### config.mk
export PLATFORM = sky130hd
export DESIGN_NAME = fpu_operand_sequencer
export DESIGN_NICKNAME = d
export VERILOG_FILES = /design/src/rtl/fpu_pkg.sv /design/src/rtl/sync_fifo.sv /design/src/rtl/fpu_operand_sequencer.sv
export SDC_FILE = /design/constraint.sdc
export NUM_CORES = 1
export LEC_CHECK = 0
export ABC_AREA = 1
export BUFFER_PORTS_ARGS = -buffer_cell sky130_fd_sc_hd__buf_2
export CORE_ASPECT_RATIO = 2
export CORE_UTILIZATION = 60
export CTS_CLUSTER_DIAMETER = 50
export DETAILED_ROUTE_END_ITERATION = 8
export PLACE_DENSITY = 0.77
export REMOVE_ABC_BUFFERS = 1
export SYNTH_ARGS = -nofsm -noshare
export SYNTH_HDL_FRONTEND = slang
export SYNTH_SLANG_ARGS = --single-unit
### constraint.sdc
create_clock -name clock_100Khz -period 11 [get_ports clock_100Khz]
set_clock_uncertainty 0.1 [all_clocks]
set_input_delay 1.65 -clock clock_100Khz [delete_from_list [all_inputs] [get_ports clock_100Khz]]
set_output_delay 1.65 -clock clock_100Khz [all_outputs]
set_load 0.02 [all_outputs]
### src/rtl/fpu_pkg.sv
// Shared types for the FPU operand sequencer: operand width, the operand-pair
// record carried through the FIFO, and the issue FSM states.
package fpu_pkg;

  localparam int FP_WIDTH = 32;

  typedef struct packed {
    logic [FP_WIDTH-1:0] op_a;
    logic [FP_WIDTH-1:0] op_b;
  } fp_pair_t;

  typedef enum logic [0:0] {
    IDLE = 1'b0,
    HOLD = 1'b1
  } seq_state_e;

endpackage

### src/rtl/sync_fifo.sv
// Single-clock FIFO with registered storage and show-ahead read: rdata is
// always the entry at the read pointer. clear drops all contents synchronously.
module sync_fifo #(
  parameter int WIDTH = 64,
  parameter int DEPTH = 4
) (
  input  logic                         clk,
  input  logic                         rst_n,
  input  logic                         clear,
  input  logic                         push,
  input  logic                         pop,
  input  logic [WIDTH-1:0]             wdata,
  output logic [WIDTH-1:0]             rdata,
  output logic                         full,
  output logic                         empty,
  output logic [$clog2(DEPTH+1)-1:0]   count
);

  localparam int AW = $clog2(DEPTH);
  localparam int CW = $clog2(DEPTH+1);

  logic [WIDTH-1:0] mem [DEPTH];
  logic [AW-1:0]    wr_ptr;
  logic [AW-1:0]    rd_ptr;
  logic             push_ok;
  logic             pop_ok;

  assign full    = (count == CW'(DEPTH));
  assign empty   = (count == '0);
  assign push_ok = push && !full;
  assign pop_ok  = pop && !empty;
  assign rdata   = mem[rd_ptr];

  // Storage carries no reset so it can map onto plain memory cells.
  always_ff @(posedge clk) begin
    if (push_ok && !clear) begin
      mem[wr_ptr] <= wdata;
    end
  end

  always_ff @(posedge clk or negedge rst_n) begin
    if (!rst_n) begin
      wr_ptr <= '0;
      rd_ptr <= '0;
      count  <= '0;
    end else if (clear) begin
      wr_ptr <= '0;
      rd_ptr <= '0;
      count  <= '0;
    end else begin
      if (push_ok) wr_ptr <= wr_ptr + AW'(1);
      if (pop_ok)  rd_ptr <= rd_ptr + AW'(1);
      case ({push_ok, pop_ok})
        2'b10:   count <= count + CW'(1);
        2'b01:   count <= count - CW'(1);
        default: count <= count;
      endcase
    end
  end

endmodule

### src/rtl/fpu_operand_sequencer.sv
// Buffers operand pairs and presents each one to the FPU adder for HOLD_CYCLES
// cycles. Optional statistics counters are enabled by defining FPU_SEQ_STATS_EN.
module fpu_operand_sequencer
  import fpu_pkg::*;
#(
  parameter int DEPTH       = 4,
  parameter int HOLD_CYCLES = 2
) (
  input  logic                         clock_100Khz,
  input  logic                         reset,
  input  logic                         in_valid,
  output logic                         in_ready,
  input  logic [FP_WIDTH-1:0]          in_op_a,
  input  logic [FP_WIDTH-1:0]          in_op_b,
  input  logic                         flush,
  output logic [FP_WIDTH-1:0]          Op_A_out,
  output logic [FP_WIDTH-1:0]          Op_B_out,
  output logic                         issue,
  output logic                         busy,
  output logic [$clog2(DEPTH+1)-1:0]   fifo_count
`ifdef FPU_SEQ_STATS_EN
  ,
  output logic [15:0]                  issued_count,
  output logic [7:0]                   flushed_count
`endif
);

  localparam int HW = $clog2(HOLD_CYCLES+1);
  localparam logic [HW-1:0] HOLD_RELOAD = HW'(HOLD_CYCLES-1);

  seq_state_e    state;
  logic [HW-1:0] hold_cnt;
  logic          ready_en;
  logic          full;
  logic          empty;
  logic          push;
  logic          pop;
  fp_pair_t      wdata;
  fp_pair_t      head;

  // ready_en keeps in_ready low until the first edge after reset release.
  assign in_ready = ready_en && !full && !flush;
  assign push     = in_valid && in_ready;
  assign pop      = !flush && !empty && ((state == IDLE) || (hold_cnt == '0));
  assign busy     = (state == HOLD);
  assign wdata    = '{op_a: in_op_a, op_b: in_op_b};

  sync_fifo #(
    .WIDTH ($bits(fp_pair_t)),
    .DEPTH (DEPTH)
  ) u_fifo (
    .clk   (clock_100Khz),
    .rst_n (reset),
    .clear (flush),
    .push  (push),
    .pop   (pop),
    .wdata (wdata),
    .rdata (head),
    .full  (full),
    .empty (empty),
    .count (fifo_count)
  );

  always_ff @(posedge clock_100Khz or negedge reset) begin
    if (!reset) begin
      state    <= IDLE;
      hold_cnt <= '0;
      issue    <= 1'b0;
      ready_en <= 1'b0;
      Op_A_out <= '0;
      Op_B_out <= '0;
    end else begin
      ready_en <= 1'b1;
      issue    <= pop;
      if (flush) begin
        state    <= IDLE;
        hold_cnt <= '0;
      end else if (pop) begin
        state    <= HOLD;
        hold_cnt <= HOLD_RELOAD;
        Op_A_out <= head.op_a;
        Op_B_out <= head.op_b;
      end else if (state == HOLD) begin
        if (hold_cnt != '0) begin
          hold_cnt <= hold_cnt - HW'(1);
        end else begin
          state <= IDLE;
        end
      end
    end
  end

`ifdef FPU_SEQ_STATS_EN
  logic [8:0] flush_sum;

  assign flush_sum = {1'b0, flushed_count} + 9'(fifo_count);

  // Both counters saturate; flush does not clear them.
  always_ff @(posedge clock_100Khz or negedge reset) begin
    if (!reset) begin
      issued_count  <= '0;
      flushed_count <= '0;
    end else begin
      if (pop && (issued_count != 16'hFFFF)) begin
        issued_count <= issued_count + 16'd1;
      end
      if (flush) begin
        flushed_count <= flush_sum[8] ? 8'hFF : flush_sum[7:0];
      end
    end
  end
`endif

endmodule

After elaboration in Yosys (flattened, before gate mapping)
Memories as Yosys holds them, arrays and structs flattened. A register that Yosys moved wholly into a read port is not among the register bits.
Cells that the tools add are included.
{"block": "totals", "reg_bits": 12, "mem_bits_rw": 256, "input_bits": 68, "output_inout_bits": 70, "elab_cells": 57, "memories": 1}
{"block": "classes", "add_sub_neg": 5, "eq_ne": 3, "muxes": 16, "bitwise": 2, "n_reduce_logical": 23}
{"memory": "u_fifo.mem", "words": 4, "width": 64, "read_ports": 1, "rd_clocked_by_memory_dff": 1, "wr": 1, "line_no": "sync_fifo.sv:22", "rtl": "logic [WIDTH-1:0] mem [DEPTH];"}
{"operator": "$mux 2", "n": 8}
{"operator": "$reduce_bool 3->1", "n": 3}
{"operator": "$logic_and 1x1->1", "n": 8}
{"operator": "$mux 1", "n": 6}
{"operator": "$pmux 3 s2", "n": 1}
{"operator": "$reduce_bool 2->1", "n": 3}
{"operator": "$add 2x1->2 const B", "n": 2}
{"operator": "$logic_not 1->1", "n": 4}
{"operator": "$reduce_and 2->1", "n": 2}
{"operator": "$add 3x1->3 const B", "n": 1}
{"operator": "$eq 3x3->1 const B", "n": 1}
{"operator": "$logic_not 3->1", "n": 1}
{"operator": "$mux 3", "n": 1}
{"operator": "$sub 3x1->3 const B", "n": 1}
{"operator": "$eq 2x1->1 const B", "n": 1}
{"operator": "$eq 2x2->1 const B", "n": 1}
{"operator": "$logic_not 2->1", "n": 1}
{"operator": "$not 1->1", "n": 2}
{"operator": "$sub 2x1->2 const B", "n": 1}
{"operator": "$logic_or 1x1->1", "n": 1}

Longest topological paths before layout
{"block": "depth", "word_depth": 9, "ltp_mapped": 13, "ltp_nobuf": 13}

Modules after synthesis
Synthesis repeated with hierarchy kept, for this count alone.
{"block": "unflattened", "cells_unflattened": 985, "hier_area_um2": 12721.0}
{"mod": "sync_fifo", "instances": 1, "cells_each": 689, "area_per_inst_um2": 9999.6, "seq_area_each_um2": 7862.5}
{"mod": "fpu_operand_sequencer", "instances": 1, "cells_each": 296, "area_per_inst_um2": 2721.4, "seq_area_each_um2": 1726.7}

Worst setup path after synthesis
No wires, ideal clock.
{"block": "synth_timing", "path_type": "input to register", "start": "in flush", "end": "mem u_fifo.mem[0][0], enable pin", "setup_ps": 487, "arrival_time_ps": 4700, "slack_ps": 5714, "stages": 4, "path_buffers": 0, "cell_sequence": "inv_2 -> nand2_1 -> nand3b_2 -> nor2_1"}
{"block": "synth_between", "elab_chain_cells": 7}
{"item": "start, declared", "line_no": "fpu_operand_sequencer.sv:15", "rtl": "input logic flush,"}
{"item": "$logic_not 1->1 (*)", "line_no": "sync_fifo.sv:36, fpu_operand_sequencer.sv:42"}
{"item": "$logic_and 1x1->1", "line_no": "fpu_operand_sequencer.sv:42", "rtl": "assign in_ready = ready_en && !full && !flush;"}
{"item": "$logic_and 1x1->1", "line_no": "fpu_operand_sequencer.sv:43", "rtl": "assign push = in_valid && in_ready;"}
{"item": "$logic_and 1x1->1", "line_no": "sync_fifo.sv:30", "rtl": "assign push_ok = push && !full;"}
{"item": "$logic_and 1x1->1 (*)", "line_no": "sync_fifo.sv:36", "rtl": "if (push_ok && !clear) begin"}
{"item": "$mux 1 (*)", "line_no": "sync_fifo.sv:36"}
{"item": "$mux 1 (implied by the code) (*)", "line_no": "sync_fifo.sv:37", "rtl": "mem[wr_ptr] <= wdata;"}
{"item": "end, declared", "line_no": "sync_fifo.sv:22"}
Every way passes the cells marked *; elsewhere a longest branch is shown, timed or not.

Final worst setup path
{"block": "layout_timing", "start": "in flush", "end": "out in_ready"}
{"block": "layout_between", "elab_chain_cells": 2}
{"item": "$logic_not 1->1", "line_no": "fpu_operand_sequencer.sv:42"}
{"item": "$logic_and 1x1->1", "line_no": "fpu_operand_sequencer.sv:42"}
{"item": "end, declared", "line_no": "fpu_operand_sequencer.sv:12", "rtl": "output logic in_ready,"}
No other way between the ends.

==> run summary <==
• finished, final reports clean — outcome
• 0.372 ns — worst hold slack across all endpoints
• 138 — count of boundary I/O pins
• 0 — PostCTS Resize Cnt
• 0 — setup repair bufs after CTS
• reg -> reg — min-delay worst type
• 18.3 microns — Wirelength per Cell
• 0 — final count of hold timing violations
• 3.86 ns — shortest period the worst path allows
• 20600 sq um — placeable core region
• 256 — count of flip-flops with a built-in enable after synthesis
• 5.63 — mean number of vias per cell
• 14400 sq um — final std cell area, no fill
• 259 MHz — maximum clock frequency
• 14.6 mm — Post-DP HPWL
• in -> out — type of the setup path with the least slack
• 26.8% — relative contribution of the clock network to total power
• 0.06 ns — clock-pin slew of the registers on the worst-case setup and hold paths
• 28 — number of buffers created by CTS
• 24 — post-synth cell types
• 1 — deepest level of the CTS H-tree
• 3 — depth of the critical timing path with buffers and inverters included
• 2.43 mW — P_int
• 1.28 ns — measured slew at the worst slew-check pin
• 332 — Sink Count
• 1165 — Post-layout nets
• 34.5% — switching fraction of total power
• 137 — I/O Buffers
• 13.8% — area overhead of the layout relative to synthesis
• 0 — pins over their slew limit
• 218 uV — Worst VDD drop
• 207 microns — Die Y
• 69.9% — utilization after layout
• 9.25 ns — Req. time, crit path
• 1458 — count of filler cells inserted in the layout
• 519 — 1st-iter DRT viols
• 0 — setup violators final
• sky130_fd_sc_hd__clkbuf_16 — clock root cell
• 7849 — number of global-route vias before repair
• 0 — count of antenna-violating nets left after detailed routing
• 105 microns — die width
• done — CTS tree
• 5 — DR pass1 iterations
• 12600 sq um — mapped cell area
• buffers and inverters — Top delay family on crit path
• 23.5% — total global-route track usage
• 0 — Overflow after GRT
• 3 — maximum buffer depth of the clock tree
• 0 — remaining routing DRC violations
• 74 — row cnt
• false — setup repair after global routing missed its margin
• 0.53 ns — Clock Latency Late Sink
• 18.1% — layout cells sized above 1
• sky130_fd_sc_hd__buf_2 — cell with the biggest individual delay on the critical path
• 0.19 ns — delay contributed by the slowest stage of the critical path
• 75.9% — post-synthesis sequential area ratio
• 2.11 ns — critical path data arrival time
• 22.9% — share of synthesized registers carrying an async set or reset
• 39.3 mm — global-route wire length before repair
• 28.3% — power share of the combinational group
• 2 — buffers plus inverters on the worst setup path
• 25.3 mm — total wirelength of the detailed-routed design
• 2680 sq um — footprint of the multi-input gates
• 5 — largest fanout on the critical path
• 332 — count of state elements after synthesis
• 2 — Hold Path Depth
• 7771 — Vias
• 131 — pin count of the biggest net entering global routing
• primary output — Critical Path Sink Type
• 1.28 mW — NetSw
• 259 nW/um^2 — Pwr per Cell Area
• 5.61 nW — Lkg Pwr
• sky130_fd_sc_hd__edfxtp_1 — primary flip-flop cell chosen by synthesis mapping
• 13400 sq um — area of placed instances
• 35.1% — ratio of final minimum period to clock period
• 0 — number of hold-repair buffers added at the cts stage
• 974 — gate count after technology mapping
• 3 — antenna violations before repair
• 21700 sq um — die outline area
• 9600 sq um — area taken by flip-flops and latches
• 6 — count of cells along the worst register-to-register path
• 14.4% — Max-Slew Margin vs Limit
• 0.786 — routability-driven placement congestion ratio
• input pin — Critical Path Source Type
• 6.60 ns — worst setup slack before clock tree synthesis
• buf_2 -> nor2_1 -> buf_2 — chain of cells forming the critical path
• 7.14 ns — post-route worst setup slack
• 0 ns — final-layout setup total negative slack
• 44.9% — portion of total power attributed to sequential cells
• 0 — Synth Warn #
• 0 — max cap viols
• 61.4% — Initial Util
• 13.0 sq um — Post-Syn Area per Cell
• sky130_fd_sc_hd__buf_2 — cell occurring most often along the worst timing path
[worst paths after layout]
| check | to | slack (ns) | startpoint |
|---|---|---|---|
| hold reg to reg | Op_A_out[7] | 0.37 | Op_A_out[7] |
| min in group asynchronous | Op_A_out[4] | 1.19 | reset |
| setup reg to reg | Op_A_out[10] | 8.01 | u_fifo.rd_ptr[0] |
| setup / recovery | in_ready | 7.14 | flush |
| max in group asynchronous | u_fifo.rd_ptr[0] | 8.85 | reset |
| hold / removal | Op_A_out[7] | 0.37 | Op_A_out[7] |
[logic make-up after synthesis]
logic type | after synthesis | synth area share (%)
compound gates | 135 | 7.31
flops | 332 | 75.9
fa+ha+maj | 6 | 0.654
other cells | 1 | 0.0297
buf+inv | 74 | 3.13
xor+xnor | 1 | 0.0694
simple gates | 425 | 12.9
[flip-flops by register name, summed over array words and instances (netlist names)]
register,flops
busy,1
ready_en,1
Op_B_out,32
issue,1
u_fifo.rd_ptr,2
u_fifo.count,3
hold_cnt,2
u_fifo.wr_ptr,2
Op_A_out,32
u_fifo.mem,256
[cells in the mapped netlist (2+ instances only)]
cell                       count  area (sq um)
sky130_fd_sc_hd__buf_2        22           110
sky130_fd_sc_hd__nand2_1     215           807
sky130_fd_sc_hd__inv_2         2          7.51
sky130_fd_sc_hd__buf_4         4          30.0
sky130_fd_sc_hd__buf_6        10           113
sky130_fd_sc_hd__dfrtp_1      76          1900
sky130_fd_sc_hd__ha_1          5          62.6
sky130_fd_sc_hd__nand3_1       6          30.0
sky130_fd_sc_hd__o21ai_0      67           335
sky130_fd_sc_hd__inv_1        15          56.3
sky130_fd_sc_hd__clkbuf_1     21          78.8
sky130_fd_sc_hd__nor2_1      200           751
sky130_fd_sc_hd__o32ai_1      64           561
sky130_fd_sc_hd__o31ai_1       2          15.0
sky130_fd_sc_hd__edfxtp_1    256          7690
[cell type report]
cell class	instances	share of cell area (%)
Tap cell	266	2.32
Inverter	17	0.461
Multi-Input combinational cell	568	18.7
Clock buffer	36	5.44
Sequential cell	332	66.8
Timing Repair Buffer	144	5.15
Clock inverter	16	1.14
Antenna cell	2	0.0348
[stage by stage]
stage / std cells / power (mW)
floorplan: 917 / 2.37
global placement: 1327 / 2.72
detailed placement: 1327 / 2.75
CTS: 1379 / 3.75
global route: 1381 / 3.92
finish: 1381 / 3.72
[worst min-delay path, stage by stage, from the launching register on]
cell and delay [ns]:
sky130_fd_sc_hd__dfrtp_1 0.34, sky130_fd_sc_hd__nand2_1 0.05, sky130_fd_sc_hd__nand2_1 0.05
[layout by cell type (no fill, tap or decap)]
master / count
sky130_fd_sc_hd__buf_4: 8
sky130_fd_sc_hd__bufinv_16: 3
sky130_fd_sc_hd__clkbuf_16: 29
sky130_fd_sc_hd__inv_4: 1
sky130_fd_sc_hd__inv_6: 1
sky130_fd_sc_hd__dfrtp_1: 74
sky130_fd_sc_hd__clkbuf_1: 4
sky130_fd_sc_hd__a21oi_1: 1
sky130_fd_sc_hd__o211ai_1: 1
sky130_fd_sc_hd__nor2_2: 1
sky130_fd_sc_hd__buf_2: 136
sky130_fd_sc_hd__o31ai_1: 2
sky130_fd_sc_hd__o21ai_0: 67
sky130_fd_sc_hd__nor2_1: 196
sky130_fd_sc_hd__edfxtp_1: 256
sky130_fd_sc_hd__o32ai_1: 64
sky130_fd_sc_hd__fa_1: 1
sky130_fd_sc_hd__nor2_4: 5
sky130_fd_sc_hd__ha_1: 5
sky130_fd_sc_hd__nand3_1: 6
sky130_fd_sc_hd__nand3_4: 1
sky130_fd_sc_hd__inv_2: 1
sky130_fd_sc_hd__xnor2_1: 1
sky130_fd_sc_hd__conb_1: 1
sky130_fd_sc_hd__diode_2: 2
sky130_fd_sc_hd__inv_1: 15
sky130_fd_sc_hd__dfrtp_4: 2
sky130_fd_sc_hd__nand3b_2: 1
sky130_fd_sc_hd__nand2_1: 215
sky130_fd_sc_hd__clkinv_2: 7
sky130_fd_sc_hd__clkinvlp_4: 3
sky130_fd_sc_hd__clkinv_1: 2
sky130_fd_sc_hd__clkbuf_8: 3
[power by group through the flow]
stage	combinational [mW]	clock (mW)	sequential (mW)
final	1.05	0.995	1.67
after global routing	1.17	1.06	1.69
after CTS	1.07	1.01	1.67
after detailed placement	1.06	0	1.69
after global placement	1.03	0	1.69
after floorplan	0.542	0	1.83
[metal layers]
metal	wire length, microns	track usage [%]	vias to the layer above
met3	1150	2.83	42
met5	11	0	-
met2	14300	44.9	223
met4	713	8.40	2
met1	9070	26.6	3847
li1	-	-	3657
(Power assumes the default switching activity.)
